**config.mk**
```make
export PLATFORM = sky130hd
export DESIGN_NAME = ifu_fetch_flat
export DESIGN_NICKNAME = d
export VERILOG_FILES = /design/src/rtl/ifu_fetch_if.sv /design/src/rtl/ifu_fetch.sv /design/src/flat_wrapper.sv
export SDC_FILE = /design/constraint.sdc
export NUM_CORES = 1
export LEC_CHECK = 0
export ABC_AREA = 1
export BUFFER_PORTS_ARGS = -buffer_cell sky130_fd_sc_hd__buf_4
export CORE_ASPECT_RATIO = 0.8
export CORE_MARGIN = 5
export CORE_UTILIZATION = 40
export CTS_CLUSTER_SIZE = 10
export DETAILED_ROUTE_END_ITERATION = 7
export GPL_ROUTABILITY_DRIVEN = 0
export PLACE_DENSITY = 0.66
export SYNTH_ARGS = -nofsm -noshare
export SYNTH_HDL_FRONTEND = slang
export SYNTH_SLANG_ARGS = --single-unit
```
**constraint.sdc**
```tcl
create_clock -name clk -period 6.8 [get_ports clk]
set_input_delay 0.34 -clock clk [delete_from_list [all_inputs] [get_ports clk]]
set_output_delay 0.34 -clock clk [all_outputs]
set_load 0.005 [all_outputs]
```
**src/rtl/ifu_fetch_if.sv**
```systemverilog
// -----------------------------------------------------------------------------
// ifu_fetch_if
//
// Bundles every bus between the instruction fetch unit and its neighbours:
//   - memory read-address channel  : araddr, arvalid, arready
//   - memory read-data channel     : rdata, rresp, rvalid, rready
//   - decoder channel              : inst, inst_pc, inst_valid, inst_ready
//   - commit stage next-PC return  : commit_valid, commit_pc
//   - status                       : fault, fault_cause, fault_pc, fetch_cnt
//
// Modports:
//   master - the fetch unit itself (drives requests, decoder data and status)
//   slave  - the environment (memory, decoder and commit stage)
// -----------------------------------------------------------------------------
interface ifu_fetch_if;

    // Memory read-address channel
    logic [31:0] araddr;
    logic        arvalid;
    logic        arready;

    // Memory read-data channel
    logic [31:0] rdata;
    logic [1:0]  rresp;
    logic        rvalid;
    logic        rready;

    // Decoder channel
    logic [31:0] inst;
    logic [31:0] inst_pc;
    logic        inst_valid;
    logic        inst_ready;

    // Next PC from the commit stage
    logic        commit_valid;
    logic [31:0] commit_pc;

    // Status
    logic        fault;
    logic        fault_cause;
    logic [31:0] fault_pc;
    logic [31:0] fetch_cnt;

    modport master (
        output araddr, arvalid, rready,
        output inst, inst_pc, inst_valid,
        output fault, fault_cause, fault_pc, fetch_cnt,
        input  arready, rdata, rresp, rvalid,
        input  inst_ready, commit_valid, commit_pc
    );

    modport slave (
        input  araddr, arvalid, rready,
        input  inst, inst_pc, inst_valid,
        input  fault, fault_cause, fault_pc, fetch_cnt,
        output arready, rdata, rresp, rvalid,
        output inst_ready, commit_valid, commit_pc
    );

endinterface : ifu_fetch_if

```
**src/rtl/ifu_fetch.sv**
```systemverilog
// -----------------------------------------------------------------------------
// ifu_fetch
//
// Instruction fetch unit of the multi-cycle NPC core. Holds the architectural
// PC and walks one instruction at a time through:
//   IDLE -> AR (address request) -> R (data beat) -> OUT (hand to decoder)
//        -> WAITPC (wait for commit to return the next PC) -> AR ...
// A non-OKAY read response or a misaligned next PC parks the unit in FAULT,
// which only reset leaves.
//
// Parameters:
//   RESET_PC - PC loaded on reset; must be word-aligned.
//
// Ports:
//   clk  - system clock, all state on the rising edge
//   rst  - asynchronous, active-high reset
//   bus  - ifu_fetch_if.master: memory read channel, decoder channel,
//          commit next-PC input and fault/status outputs
//
// The handshake outputs (arvalid, rready, inst_valid) are decoded from the
// state register alone; every other output is a register, so no input has a
// combinational path to any output.
// -----------------------------------------------------------------------------
module ifu_fetch #(
    parameter logic [31:0] RESET_PC = 32'h8000_0000
) (
    input  logic        clk,
    input  logic        rst,
    ifu_fetch_if.master bus
);

    typedef enum logic [2:0] {
        S_IDLE,
        S_AR,
        S_R,
        S_OUT,
        S_WAITPC,
        S_FAULT
    } state_t;

    state_t state_q;
    state_t state_d;

    // Architectural and output registers
    logic [31:0] pc_q;
    logic [31:0] inst_q;
    logic [31:0] inst_pc_q;
    logic        fault_q;
    logic        fault_cause_q;
    logic [31:0] fault_pc_q;
    logic [31:0] fetch_cnt_q;

    // Handshake qualifiers: an input only counts in the state that listens
    // to it, so stray arready/rvalid/commit_valid elsewhere are ignored.
    logic r_fire;
    logic r_ok;
    logic out_fire;
    logic commit_fire;
    logic commit_misaligned;

    always_comb begin
        r_fire            = (state_q == S_R)      && bus.rvalid;
        r_ok              = (bus.rresp == 2'b00);
        out_fire          = (state_q == S_OUT)    && bus.inst_ready;
        commit_fire       = (state_q == S_WAITPC) && bus.commit_valid;
        commit_misaligned = (bus.commit_pc[1:0] != 2'b00);
    end

    // -------------------------------------------------------------------------
    // State register
    // -------------------------------------------------------------------------
    // NOTE: sequential state is written with non-blocking assignments so that
    // every flop samples the pre-edge values of the others.
    always_ff @(posedge clk or posedge rst) begin
        if (rst) begin
            state_q <= S_IDLE;
        end else begin
            state_q <= state_d;
        end
    end

    // -------------------------------------------------------------------------
    // Next-state logic
    // -------------------------------------------------------------------------
    // NOTE: state_d takes its default before the case, so no path leaves it
    // unassigned and no latch is inferred.
    always_comb begin
        state_d = state_q;
        unique case (state_q)
            S_IDLE: begin
                state_d = S_AR;
            end
            S_AR: begin
                // rvalid arriving alongside arready belongs to nobody yet;
                // only the address handshake is taken here.
                if (bus.arready) begin
                    state_d = S_R;
                end
            end
            S_R: begin
                if (bus.rvalid) begin
                    state_d = r_ok ? S_OUT : S_FAULT;
                end
            end
            S_OUT: begin
                // A commit_valid seen here is dropped; commit has to present
                // the next PC again once we sit in WAITPC.
                if (bus.inst_ready) begin
                    state_d = S_WAITPC;
                end
            end
            S_WAITPC: begin
                if (bus.commit_valid) begin
                    state_d = commit_misaligned ? S_FAULT : S_AR;
                end
            end
            S_FAULT: begin
                state_d = S_FAULT;
            end
            default: begin
                state_d = S_IDLE;
            end
        endcase
    end

    // -------------------------------------------------------------------------
    // PC and captured instruction
    // -------------------------------------------------------------------------
    // inst/inst_pc are deliberately not cleared when leaving OUT; they keep
    // the last accepted instruction until the next successful beat.
    always_ff @(posedge clk or posedge rst) begin
        if (rst) begin
            pc_q      <= RESET_PC;
            inst_q    <= 32'h0000_0000;
            inst_pc_q <= RESET_PC;
        end else begin
            if (r_fire && r_ok) begin
                inst_q    <= bus.rdata;
                inst_pc_q <= pc_q;
            end
            // The PC follows commit even when it is misaligned, so araddr
            // shows the offending address while parked in FAULT.
            if (commit_fire) begin
                pc_q <= bus.commit_pc;
            end
        end
    end

    // -------------------------------------------------------------------------
    // Sticky fault capture
    // -------------------------------------------------------------------------
    // The two fault sources live in different states, so they can never fire
    // in the same cycle; once fault_q is set the FSM stays in FAULT and
    // neither source can fire again.
    always_ff @(posedge clk or posedge rst) begin
        if (rst) begin
            fault_q       <= 1'b0;
            fault_cause_q <= 1'b0;
            fault_pc_q    <= 32'h0000_0000;
        end else if (r_fire && !r_ok) begin
            fault_q       <= 1'b1;
            fault_cause_q <= 1'b1;
            fault_pc_q    <= pc_q;
        end else if (commit_fire && commit_misaligned) begin
            fault_q       <= 1'b1;
            fault_cause_q <= 1'b0;
            fault_pc_q    <= bus.commit_pc;
        end
    end

    // -------------------------------------------------------------------------
    // Delivered-instruction counter (free-running, wraps modulo 2^32)
    // -------------------------------------------------------------------------
    always_ff @(posedge clk or posedge rst) begin
        if (rst) begin
            fetch_cnt_q <= 32'h0000_0000;
        end else if (out_fire) begin
            fetch_cnt_q <= fetch_cnt_q + 32'd1;
        end
    end

    // -------------------------------------------------------------------------
    // Outputs
    // -------------------------------------------------------------------------
    assign bus.arvalid     = (state_q == S_AR);
    assign bus.rready      = (state_q == S_R);
    assign bus.inst_valid  = (state_q == S_OUT);
    assign bus.araddr      = pc_q;
    assign bus.inst        = inst_q;
    assign bus.inst_pc     = inst_pc_q;
    assign bus.fault       = fault_q;
    assign bus.fault_cause = fault_cause_q;
    assign bus.fault_pc    = fault_pc_q;
    assign bus.fetch_cnt   = fetch_cnt_q;

endmodule : ifu_fetch

```
**src/flat_wrapper.sv**
```systemverilog
// flat-port wrapper written by rule: the top's interface ports become plain ports
module ifu_fetch_flat 
#(
    parameter logic [31:0] RESET_PC = 32'h8000_0000
)
  (clk, rst, bus_araddr, bus_arvalid, bus_rready, bus_inst, bus_inst_pc, bus_inst_valid, bus_fault, bus_fault_cause, bus_fault_pc, bus_fetch_cnt, bus_arready, bus_rdata, bus_rresp, bus_rvalid, bus_inst_ready, bus_commit_valid, bus_commit_pc);
  ifu_fetch_if bus_i ();
  input  logic clk;
  input  logic rst;
  output wire logic [$bits(bus_i.araddr)-1:0] bus_araddr;
  output wire logic [$bits(bus_i.arvalid)-1:0] bus_arvalid;
  output wire logic [$bits(bus_i.rready)-1:0] bus_rready;
  output wire logic [$bits(bus_i.inst)-1:0] bus_inst;
  output wire logic [$bits(bus_i.inst_pc)-1:0] bus_inst_pc;
  output wire logic [$bits(bus_i.inst_valid)-1:0] bus_inst_valid;
  output wire logic [$bits(bus_i.fault)-1:0] bus_fault;
  output wire logic [$bits(bus_i.fault_cause)-1:0] bus_fault_cause;
  output wire logic [$bits(bus_i.fault_pc)-1:0] bus_fault_pc;
  output wire logic [$bits(bus_i.fetch_cnt)-1:0] bus_fetch_cnt;
  input wire logic [$bits(bus_i.arready)-1:0] bus_arready;
  input wire logic [$bits(bus_i.rdata)-1:0] bus_rdata;
  input wire logic [$bits(bus_i.rresp)-1:0] bus_rresp;
  input wire logic [$bits(bus_i.rvalid)-1:0] bus_rvalid;
  input wire logic [$bits(bus_i.inst_ready)-1:0] bus_inst_ready;
  input wire logic [$bits(bus_i.commit_valid)-1:0] bus_commit_valid;
  input wire logic [$bits(bus_i.commit_pc)-1:0] bus_commit_pc;
  assign bus_araddr = bus_i.araddr;
  assign bus_arvalid = bus_i.arvalid;
  assign bus_rready = bus_i.rready;
  assign bus_inst = bus_i.inst;
  assign bus_inst_pc = bus_i.inst_pc;
  assign bus_inst_valid = bus_i.inst_valid;
  assign bus_fault = bus_i.fault;
  assign bus_fault_cause = bus_i.fault_cause;
  assign bus_fault_pc = bus_i.fault_pc;
  assign bus_fetch_cnt = bus_i.fetch_cnt;
  assign bus_i.arready = bus_arready;
  assign bus_i.rdata = bus_rdata;
  assign bus_i.rresp = bus_rresp;
  assign bus_i.rvalid = bus_rvalid;
  assign bus_i.inst_ready = bus_inst_ready;
  assign bus_i.commit_valid = bus_commit_valid;
  assign bus_i.commit_pc = bus_commit_pc;
  ifu_fetch #(.RESET_PC(RESET_PC)) u_core (.clk(clk), .rst(rst), .bus(bus_i));
endmodule
```
* After elaboration in Yosys (flattened, before gate mapping) *
Cells that the tools add are included.

word-level totals
  word-level logic and storage cells = 43
  bits in latches = 0
  bits in read-only memories = 0
  bits in writable memories = 0
  memories kept = 0
  output and inout port bits = 165
  register bits after elaboration = 165
  bits of input ports = 72

cells by class
  equality and inequality tests = 9
  reductions and logical operators = 12
  add/sub/neg operators = 1
  $lt $le $gt $ge = 0
  $mul = 0
  mux-type cells = 13
  shift-type cells = 0
  bitwise operators = 0
  div/mod/pow operators = 0

operator list
  operator               number
  $mux 32                2
  $add 32x1->32 const B  1
  $mux 3                 6
  $pmux 3 s6             1
  $eq 3x2->1 const B     2
  $eq 3x3->1 const B     2
  $logic_and 1x1->1      6
  $ne 2x1->1 const B     3
  $mux 1                 4
  $reduce_and 4->1       1
  $reduce_bool 2->1      2
  $eq 3x1->1 const B     1
  $logic_not 3->1        1
  $logic_not 2->1        1
  $ne 2x2->1 const B     1
  $logic_not 1->1        1

* Logic depth before layout (Yosys ltp) *
Gate-level depths: netlist of run 1.

  depth after elaboration = 5
  gate-level depth with buffers = 9

* Worst setup path before layout of run 1 *
OpenSTA, ideal clock, no wires.

  path kind = reg2reg
  from = reg u_core.state_q[0]
  to = reg u_core.fault_pc_q[0], in the netlist u_core.bus.fault_pc[0]
  path buffers = 1
  library setup time = 0.123 ns
  required time = 6.677 ns
  slack = 5.312 ns
  cell stages (with the launch flop) = 10
  data arrival time = 1.365 ns
  cell sequence = dfrtp_1 > nor2_1 > nand3_2 > inv_1 > nand2_1 > nand2_2 > inv_2 > buf_2 > nand2_1 > nand2_1

on the way
  longest elaborated chain between the ends = 4
  elaborated cells between the ends (all ways) = 8
  classes of those cells = eq/ne: 2; mux: 1; reduce/logical: 5

RTL lines
  item                                                 line                                RTL
  start: declaration                                   ifu_fetch.sv:41                     state_t state_q;
  start signal: assignment                             ifu_fetch.sv:78                     state_q <= state_d;
  $eq 3x2->1 / $eq 3x3->1 (equally long branches)      ifu_fetch.sv:62, ifu_fetch.sv:65
  $logic_and 1x1->1 (on tied branches)                 ifu_fetch.sv:62, ifu_fetch.sv:65
  $logic_and 1x1->1 (on tied branches)                 ifu_fetch.sv:160, ifu_fetch.sv:164
  $mux 32 / $reduce_bool 2->1 (equally long branches)  -
  end signal: assignment                               ifu_fetch.sv:163                    fault_pc_q <= pc_q;
  end signal: assignment                               ifu_fetch.sv:167                    fault_pc_q <= bus.commit_pc;
  end: declaration                                     ifu_fetch.sv:50                     logic [31:0] fault_pc_q;

Several ways; a longest one is shown, not always the timed one.
A chain may end at the register's enable or synchronous reset.

* Worst setup path in the final report of run 1 *
  from = reg u_core.state_q[2]
  to = reg u_core.fault_pc_q[0], in the netlist u_core.bus.fault_pc[0]

The elaborated chain is that of the path after synthesis.

==> metrics.yaml, run 1 <==
grt_pass1_vias: 6249
die_x_um: 161.7
dieHeight_um: 131.4
post-place-ws_ns: 3.919
synth.largest_area_cell: "dfrtp_1"
cp.arrival_ns: 3.14
path_common_cell: "nand2_1"
synthCells: 924
status: "finished clean"
vias: 6532
worst_slack_ns: 3.961
setup_violations: 0
pwr_density_cell_mw_per_mm2: 372.9
syn_area_mm2: 0.007367
period_needed_ns: 2.839
drtAntennaViolNets: 0
yosysWarnings: 0
core_area_mm2: 0.01811
antenna_found_initial: 0
fin_setup_tns_ns: 0
path_clk_slew_ns: 0.07
synthTopCellsByArea: "dfrtp_1 55%, nand2_1 17%, inv_1 7.3%"
ys_ff_latch: 165
fmax_mhz: 352.3
cts_buffer_depth: 2
path_buf_inv: 1
cp_top_family: "simple AND/OR/NAND/NOR gates"
synth_area_per_cell_um2: 7.973
drcViolationCount: 0
drtIter0Drc: 472
max_slew_margin_pct: 48.33
track_usage_pct: 19.50
htree_levels: 4
fin_crit_sh_pct: 41.75
area_growth_pct: 35.12
start_util_pct: 40.67
die_area_mm2: 0.02125
cts_resized: 0
drv_cap: 0
slowest_stage: "nand2_2"
numPortBuffers: 236
worst_slew_pin_slew_ns: 0.7751
post_drt_via_cell_ratio: 4.693
overflow: 0
cp_max_fo: 37
cts.sinks: 165
grt_pass1_wl_um: 33490
fin_nets: 1222
root_buffer: "clkbuf_16"
ir_worst_vdd_mv: 0.2060
yosys.area.top_type_share_pct: 55.37
ioPinCount: 237
cts_made_buffers: 17
critPathKind: "reg2reg"
worstPathRequired_ns: 7.10
hp-class: "in2async"
drive_gt1_share_pct: 24.44
drt-wirelength-per-cell_um: 15.03
rsz0062_at_grt: "no"
synth.distinct_cells: 23
grt_max_degree: 81
crit_path_end_kind: "flop"
critPathLaunchType: "flop"
cts_setup_buffers: 0
path_cells: "nor3_4 > nand3_4 > nand2_2 > inv_2 > nand2_1 > nand2_1"
drt_first_pass_iters: 5
leakage_uw: 0.005471
cpPeakStageDelay_ns: 0.71
rows: 44
routed_wl_um: 20920
antenna_cells: 0
yosysSeqAreaShare_pct: 56.08
slew_viol_final: 0
final-hold-violation-count: 0
place_hpwl_um: 15100
synthesis.nets: 997
postCtsHoldBufs: 0
cts_tree: "yes"
clk_latency_ns: 0.42
finClkSkew_ns: 0.008820
-- Yosys cell counts --
cell type and count:
o21ai_0 99, xor2_1 5, inv_2 3, nand2_1 333
a21oi_1 1, nor3_1 2, nand3b_1 6, nand3_4 1
xnor2_1 7, clkbuf_1 14, nand3_2 1, dfrtp_1 163
nand2_2 1, nand4_1 12, buf_2 20, nand3_1 54
ha_1 1, nor2_1 47, or2_2 1, inv_1 144
nor3_4 1, dfstp_2 2, o21ai_1 6
-- placed cells by master (no fill, tap or decap), types with 2 or more instances in the layout --
cell type	instances
nand4_1	12
inv_2	3
nand2_1	333
clkbuf_16	17
nor3_1	2
nand3_1	53
nor2_1	47
buf_4	240
xor2_1	5
bufinv_16	3
o21ai_1	6
dfstp_2	2
xnor2_1	7
clkbuf_8	3
o21ai_0	99
inv_6	4
nand3b_1	6
clkinv_4	3
dfrtp_1	163
nand3_4	2
inv_1	143
-- report_power, final --
group	leakage (µW)	switching, µW	internal, µW
clock network	0.000310	411	615
registers	0.00212	237	1310
logic	0.00305	557	585
-- layer usage --
layer  vias to the layer above  global-route usage, %  share of wire, %
met5                         -                      0                 0
met3                        23                  8.046               9.8
met4                         0                  5.167               1.4
met2                       221                  29.26                43
li1                       3279                      -                 -
met1                      3009                  26.37                45
-- sequential cells by signal, summed over array words and instances, names as in the netlist --
| register | count |
|---|---|
| u_core.bus.fault_cause | 1 |
| u_core.bus.inst_pc | 32 |
| u_core.bus.fault_pc | 32 |
| u_core.state_q | 3 |
| u_core.bus.inst | 32 |
| u_core.bus.fetch_cnt | 32 |
| u_core.bus.araddr | 32 |
| u_core.bus.fault | 1 |
-- cell families (layout without fill, tap and decap cells) --
| logic type | Yosys count | in the layout | share of synthesized area (%) |
|---|---|---|---|
| and+or+nand+nor | 459 | 459 | 25.56 |
| buffers and inverters | 181 | 419 | 9.562 |
| DFF | 165 | 165 | 56.08 |
| AOI/OAI and AO/OA | 106 | 106 | 7.201 |
| xor gates and xnor gates | 12 | 12 | 1.427 |
| adders and majority gates | 1 | 1 | 0.1698 |
-- cell type report --
type                       count  area, µm²
clock buffer                  20      466.7
clock inverter                12      166.4
fill                        1654       8158
inverter                     147      556.8
multi-input combinational    578       2544
sequential                   165       4131
tap                          230      287.8
timing repair buffer         240       1802
-- stage by stage --
stage / instance area (µm²) / hold WS, ns / total power [µW] / util [%] / std cells
after floorplan: 7367 / 0.4544 / 1995 / - / 924
after global placement: 9321 / 0.4551 / 2691 / 51.46 / 1360
after detailed placement: 9321 / 0.4627 / 2722 / 51.46 / 1360
after CTS: 9955 / 0.01464 / 3764 / 54.96 / 1392
after global routing: 9955 / 0.05067 / 3963 / 54.96 / 1392
final: 9955 / 0.008224 / 3712 / 54.96 / 1392
-- worst paths after layout --
kind                                   startpoint                       to  slack (ns)  cells past startpoint
max                             u_core.state_q[2]   u_core.bus.fault_pc[0]        3.96                      6
min in group clk                bus_commit_pc[31]    u_core.bus.araddr[31]        0.15                      3
min                                           rst       u_core.bus.inst[2]       0.008                      2
max reg2reg                     u_core.state_q[2]   u_core.bus.fault_pc[0]        3.96                      6
min reg2reg                u_core.bus.fault_cause   u_core.bus.fault_cause        0.47                      2
max in group asynchronous                     rst  u_core.bus.fault_pc[29]        5.57                      3
Note: power is estimated with default switching activity, not from simulation.
==> run 2, diff against run 1 <==
==> constraint.sdc (replaced) <==
create_clock -name clk -period 2.77 [get_ports clk]
set_input_delay 0.1385 -clock clk [delete_from_list [all_inputs] [get_ports clk]]
set_output_delay 0.1385 -clock clk [all_outputs]
set_load 0.005 [all_outputs]
==> run 2 against run 1 <==
  * Final area is 5.0% higher
  * Non-clock buffer count increased by 50
  * Combinational power grew to 2.5 times the previous value
  * Global-route usage grew 1.2 points
  * Clock skew up 0.0019 ns
  * Total power grew 150%
  * Sequential power rose by 150%
==> metrics.yaml, run 2 (same netlist as run 1, synthesis figures left out) <==
finClkSkew_ns: 0.01070  # +0.001878 ns
path_clk_slew_ns: 0.07  # about the same
post_drt_via_cell_ratio: 4.718  # +0.54%
crit_path_end_kind: "flop"
antenna_cells: 0  # unchanged
track_usage_pct: 20.73  # +1.2 points
grt_pass1_wl_um: 35540  # +6.1%
critPathKind: "reg2reg"
clk_latency_ns: 0.42  # about the same
worst_slack_ns: 0.6352  # -3.326 ns
dpl_cell_area_mm2: 0.009380  # +0.63%
post-place-ws_ns: 0.6058  # -3.313 ns
leakage_uw: 0.005666  # +3.6%
fin_nets: 1272  # +4.1%
numPortBuffers: 236  # unchanged
slowest_stage: "inv_2"
drcViolationCount: 0  # unchanged
grt_max_degree: 111  # +37%
place_hpwl_um: 15270  # +1.1%
cp_max_fo: 31  # -16%
die_x_um: 161.7  # unchanged
htree_levels: 4  # unchanged
ioPinCount: 237  # unchanged
cpPeakStageDelay_ns: 0.54  # -0.17 ns
place_inst: 1363  # +0.22%
overflow: 0  # unchanged
core_area_mm2: 0.01811  # unchanged
vias: 6789  # +3.9%
cp_top_family: "simple AND/OR/NAND/NOR gates"
rr_startpoint: "u_core.state_q[2]"
path_buf_inv: 1  # unchanged
drive_gt1_share_pct: 23.41  # -1.0 points
fin_setup_tns_ns: 0  # unchanged
stdcell_area_mm2: 0.01045  # +5.0%
drt-wirelength-per-cell_um: 15.25  # +1.5%
path_common_cell: "nand2_1"
cts_resized: 0  # unchanged
die_area_mm2: 0.02125  # unchanged
routed_wl_um: 21940  # +4.9%
start_util_pct: 40.67  # unchanged
final-hold-violation-count: 0  # unchanged
layout_commonest_cell: "nand2_1"
ir_worst_vdd_mv: 0.4938  # +140%
fmax_mhz: 468.4  # +33%
max_slew_margin_pct: 60.05  # +12 points
fin_crit_sh_pct: 77.07  # +35 points
r2r_slack_ns: 0.64  # -3.33 ns
rows: 44  # unchanged
antenna_found_initial: 0  # unchanged
postCtsHoldBufs: 47  # +47
worst_slew_pin_slew_ns: 0.5992  # -0.1759 ns
path_cells: "nor3_4 > nand3_4 > inv_2 > nand2_1 > nand3_1 > nand2_1"
period_needed_ns: 2.135  # -0.7040 ns
setup_violations: 0  # unchanged
dieHeight_um: 131.4  # unchanged
hold_start: "bus_commit_pc[30]"
crit_start: "u_core.state_q[2]"
status: "finished clean"
final_cell_count_no_fill: 1439  # +3.4%
utilization_pct: 57.68  # +2.7 points
grt_pass1_vias: 6692  # +7.1%
cts_made_buffers: 17  # unchanged
drt_first_pass_iters: 4  # -1
drv_cap: 0  # unchanged
area_growth_pct: 41.81
root_buffer: "clkbuf_16"
cts.sinks: 165  # unchanged
cts_tree: "yes"
worstPathRequired_ns: 3.09  # -4.01 ns
hp-class: "in2reg"
drtAntennaViolNets: 0  # unchanged
critPathLaunchType: "flop"
pwr_density_cell_mw_per_mm2: 870.9  # +130%
drtIter0Drc: 398  # -16%
slew_viol_final: 0  # unchanged
final_cell_mix: "333 x nand2_1, 240 x buf_4, 163 x dfrtp_1"
cp.arrival_ns: 2.45  # -0.69 ns
cts_setup_buffers: 0  # unchanged
rsz0062_at_grt: "no"
cts_buffer_depth: 2  # unchanged
-- run 2: final cells by class --
type	count	area, µm²
Fill cell	1616	7665
Sequential cell	165	4131
Multi-Input combinational cell	578	2544
Timing Repair Buffer	290	2332
Inverter	147	555.5
Clock buffer	21	470.5
Tap cell	230	287.8
Clock inverter	8	126.4
-- run 2: worst reg2reg max path, delay by kind of cell (launching register included) --
kind	cells	cell delay, ns
simple gates	5	1.02
buf+inv	1	0.55
flops	1	0.46
-- run 2: path summary, 6_finish.rpt --
kind                                            endpoint  cells past startpoint
worst max-delay path              u_core.bus.fault_pc[8]                      6
worst min-delay path               u_core.bus.araddr[30]                      3
worst max register to register    u_core.bus.fault_pc[8]                      6
worst min register to register    u_core.bus.fault_pc[7]                      2
max in group asynchronous       u_core.bus.fetch_cnt[22]                      4
min in group asynchronous         u_core.bus.inst_pc[12]                      4
-- run 2: metal layers --
layer / track usage [%] / wire length (µm) / vias up
met5: 0 / 0 / -
met4: 5.543 / 249 / 0
met3: 7.107 / 1924 / 17
met2: 32.34 / 9937 / 249
met1: 27.86 / 9828 / 3151
li1: - / - / 3372
-- run 2: per-stage QoR --
step,power [µW],hold slack (ns)
finish,9099,0.01605
global route,9717,0.005291
CTS,9183,0.0002901
detailed placement,6685,0.2955
global placement,6624,0.2940
floorplan,4899,0.2529
-- run 2: power by group --
| group | switching [µW] | internal (µW) | total (µW) |
|---|---|---|---|
| clock | 939 | 1470 | 2410 |
| sequential | 591 | 3210 | 3800 |
| combinational | 1390 | 1490 | 2890 |
| total | 2920 | 6180 | 9100 |
==> run 3, diff against run 2 <==
==> constraint.sdc (replaced) <==
create_clock -name clk -period 2.1 [get_ports clk]
set_input_delay 0.105 -clock clk [delete_from_list [all_inputs] [get_ports clk]]
set_output_delay 0.105 -clock clk [all_outputs]
set_load 0.005 [all_outputs]
==> run 3 against run 2 <==
  * Wire length grew 0.13%
  * Final area grew 2.1%
  * Total power grew 31%
  * Global-route usage shrank 0.31 points
  * Setup slack lost 0.28 ns
  * Register-to-register slack lost 0.28 ns
  * Largest cell class unchanged
  * Largest power group unchanged
==> metrics.yaml, run 3 (same netlist as run 1, synthesis figures left out) <==
hold_start: "bus_commit_pc[1]"
rr_worst_depth: 6  # unchanged
rows: 44  # unchanged
final-hold-violation-count: 0  # unchanged
cts_made_buffers: 17  # unchanged
drv_cap: 0  # unchanged
slew_viol_final: 0  # unchanged
drt-wirelength-per-cell_um: 14.97  # -1.8%
final_cell_mix: "333 x nand2_1, 247 x buf_4, 163 x dfrtp_1"
cts_tree: "yes"
crit_path_end_kind: "flop"
fmax_mhz: 571.7  # +22%
cts.sinks: 165  # unchanged
worstPathRequired_ns: 2.36  # -0.73 ns
fin_crit_sh_pct: 83.29  # +6.2 points
ir_worst_vdd_mv: 0.5603  # +13%
fin_nets: 1297  # +2.0%
cp.arrival_ns: 2.01  # -0.44 ns
routed_wl_um: 21970  # +0.13%
die_area_mm2: 0.02125  # unchanged
cts_buffer_depth: 2  # unchanged
layout_commonest_cell: "nand2_1"
final_cell_count_no_fill: 1467  # +1.9%
core_area_mm2: 0.01811  # unchanged
leakage_uw: 0.005770  # +1.8%
hp-class: "in2reg"
worst_slew_pin_slew_ns: 0.6469  # +0.04770 ns
hold_path_depth: 3  # unchanged
period_needed_ns: 1.749  # -0.3856 ns
setup_violations: 0  # unchanged
drtIter0Drc: 453  # +14%
place_hpwl_um: 15360  # +0.58%
drtAntennaViolNets: 0  # unchanged
finClkSkew_ns: 0.01338  # +0.002683 ns
numPortBuffers: 236  # unchanged
vias: 6859  # +1.0%
root_buffer: "clkbuf_16"
area_growth_pct: 44.85
r2r_slack_ns: 0.35  # -0.28 ns
start_util_pct: 40.67  # unchanged
clk_latency_ns: 0.42  # about the same
fin_setup_tns_ns: 0  # unchanged
die_x_um: 161.7  # unchanged
rsz0062_at_grt: "no"
antenna_cells: 0  # unchanged
ioPinCount: 237  # unchanged
critPathKind: "reg2reg"
antenna_found_initial: 0  # unchanged
grt_max_degree: 75  # -32%
drive_gt1_share_pct: 23.61  # +0.20 points
stdcell_area_mm2: 0.01067  # +2.1%
post_drt_via_cell_ratio: 4.676  # -0.90%
drt_first_pass_iters: 4  # unchanged
worst_r2r_endpoint: "u_core.bus.inst[20]"
rr_startpoint: "u_core.state_q[1]"
drcViolationCount: 0  # unchanged
min_to: "u_core.bus.araddr[1]"
grt_pass1_vias: 6679  # -0.19%
track_usage_pct: 20.42  # -0.31 points
cp_max_fo: 74  # +140%
path_clk_slew_ns: 0.06  # about the same
dpl_cell_area_mm2: 0.009453  # +0.77%
dieHeight_um: 131.4  # unchanged
critPathLaunchType: "flop"
status: "finished clean"
place_inst: 1371  # +0.59%
overflow: 0  # unchanged
htree_levels: 4  # unchanged
pwr_density_cell_mw_per_mm2: 1118  # +28%
max_slew_margin_pct: 56.87  # -3.2 points
grt_pass1_wl_um: 35280  # -0.72%
fillers: 1600  # -0.99%
cts_setup_buffers: 0  # unchanged
run 3: what timing repair did:
action	in CTS	in global routing
hold endpoints to repair	97	0
hold buffers	64	0
gates resized for setup	0	0
run 3: power by group:
part	switching, µW	internal, µW
Combinational	1840	2020
Sequential	767	4230
Clock	1290	1790
run 3: worst max-delay path by stage:
stage,start,depth (start not counted),endpoint
final,u_core.state_q[1],6,u_core.bus.inst[20]
after global routing,u_core.state_q[2],7,u_core.bus.fetch_cnt[29]
after CTS,u_core.state_q[1],6,u_core.bus.inst[20]
after detailed placement,u_core.state_q[1],6,u_core.bus.inst[20]
after global placement,u_core.state_q[1],6,u_core.bus.inst[13]
after floorplan,rst,1,u_core.bus.araddr[0]
run 3: worst max-delay path: stages (launching register included):
cell	delay (ns)
dfrtp_1	0.45
inv_2	0.11
nor3_4	0.05
buf_4	0.17
nand3_4	0.06
buf_4	0.52
o21ai_0	0.20
run 3: layout make-up:
class / count / area [µm²] / area share [%]
Timing Repair Buffer: 315 / 2575 / 24.13
Multi-Input combinational cell: 578 / 2544 / 23.84
Sequential cell: 165 / 4131 / 38.71
Inverter: 147 / 555.5 / 5.206
Tap cell: 230 / 287.8 / 2.697
Clock buffer: 21 / 450.4 / 4.221
Clock inverter: 11 / 127.6 / 1.196
run 3: layer usage:
layer	vias up	global-route usage (%)	wire length (µm)
li1	3428	-	-
met4	0	5.214	243
met2	234	31.43	9931
met1	3181	28.17	9972
met3	16	6.606	1820
met5	-	0	0
run 3: stage by stage:
stage	util (%)	setup WS [ns]	total power, µW	hold WS [ns]
3_3_place_gp	52.19	0.4470	8760	0.1913
6_report	58.92	0.3509	11930	0.009156
3_5_place_dp	52.19	0.3852	8848	0.1908
2_1_floorplan	-	-0.1021	6462	0.2194
4_1_cts	58.92	0.3537	12080	0.001735
5_1_grt	58.92	0.1926	12730	0.03905
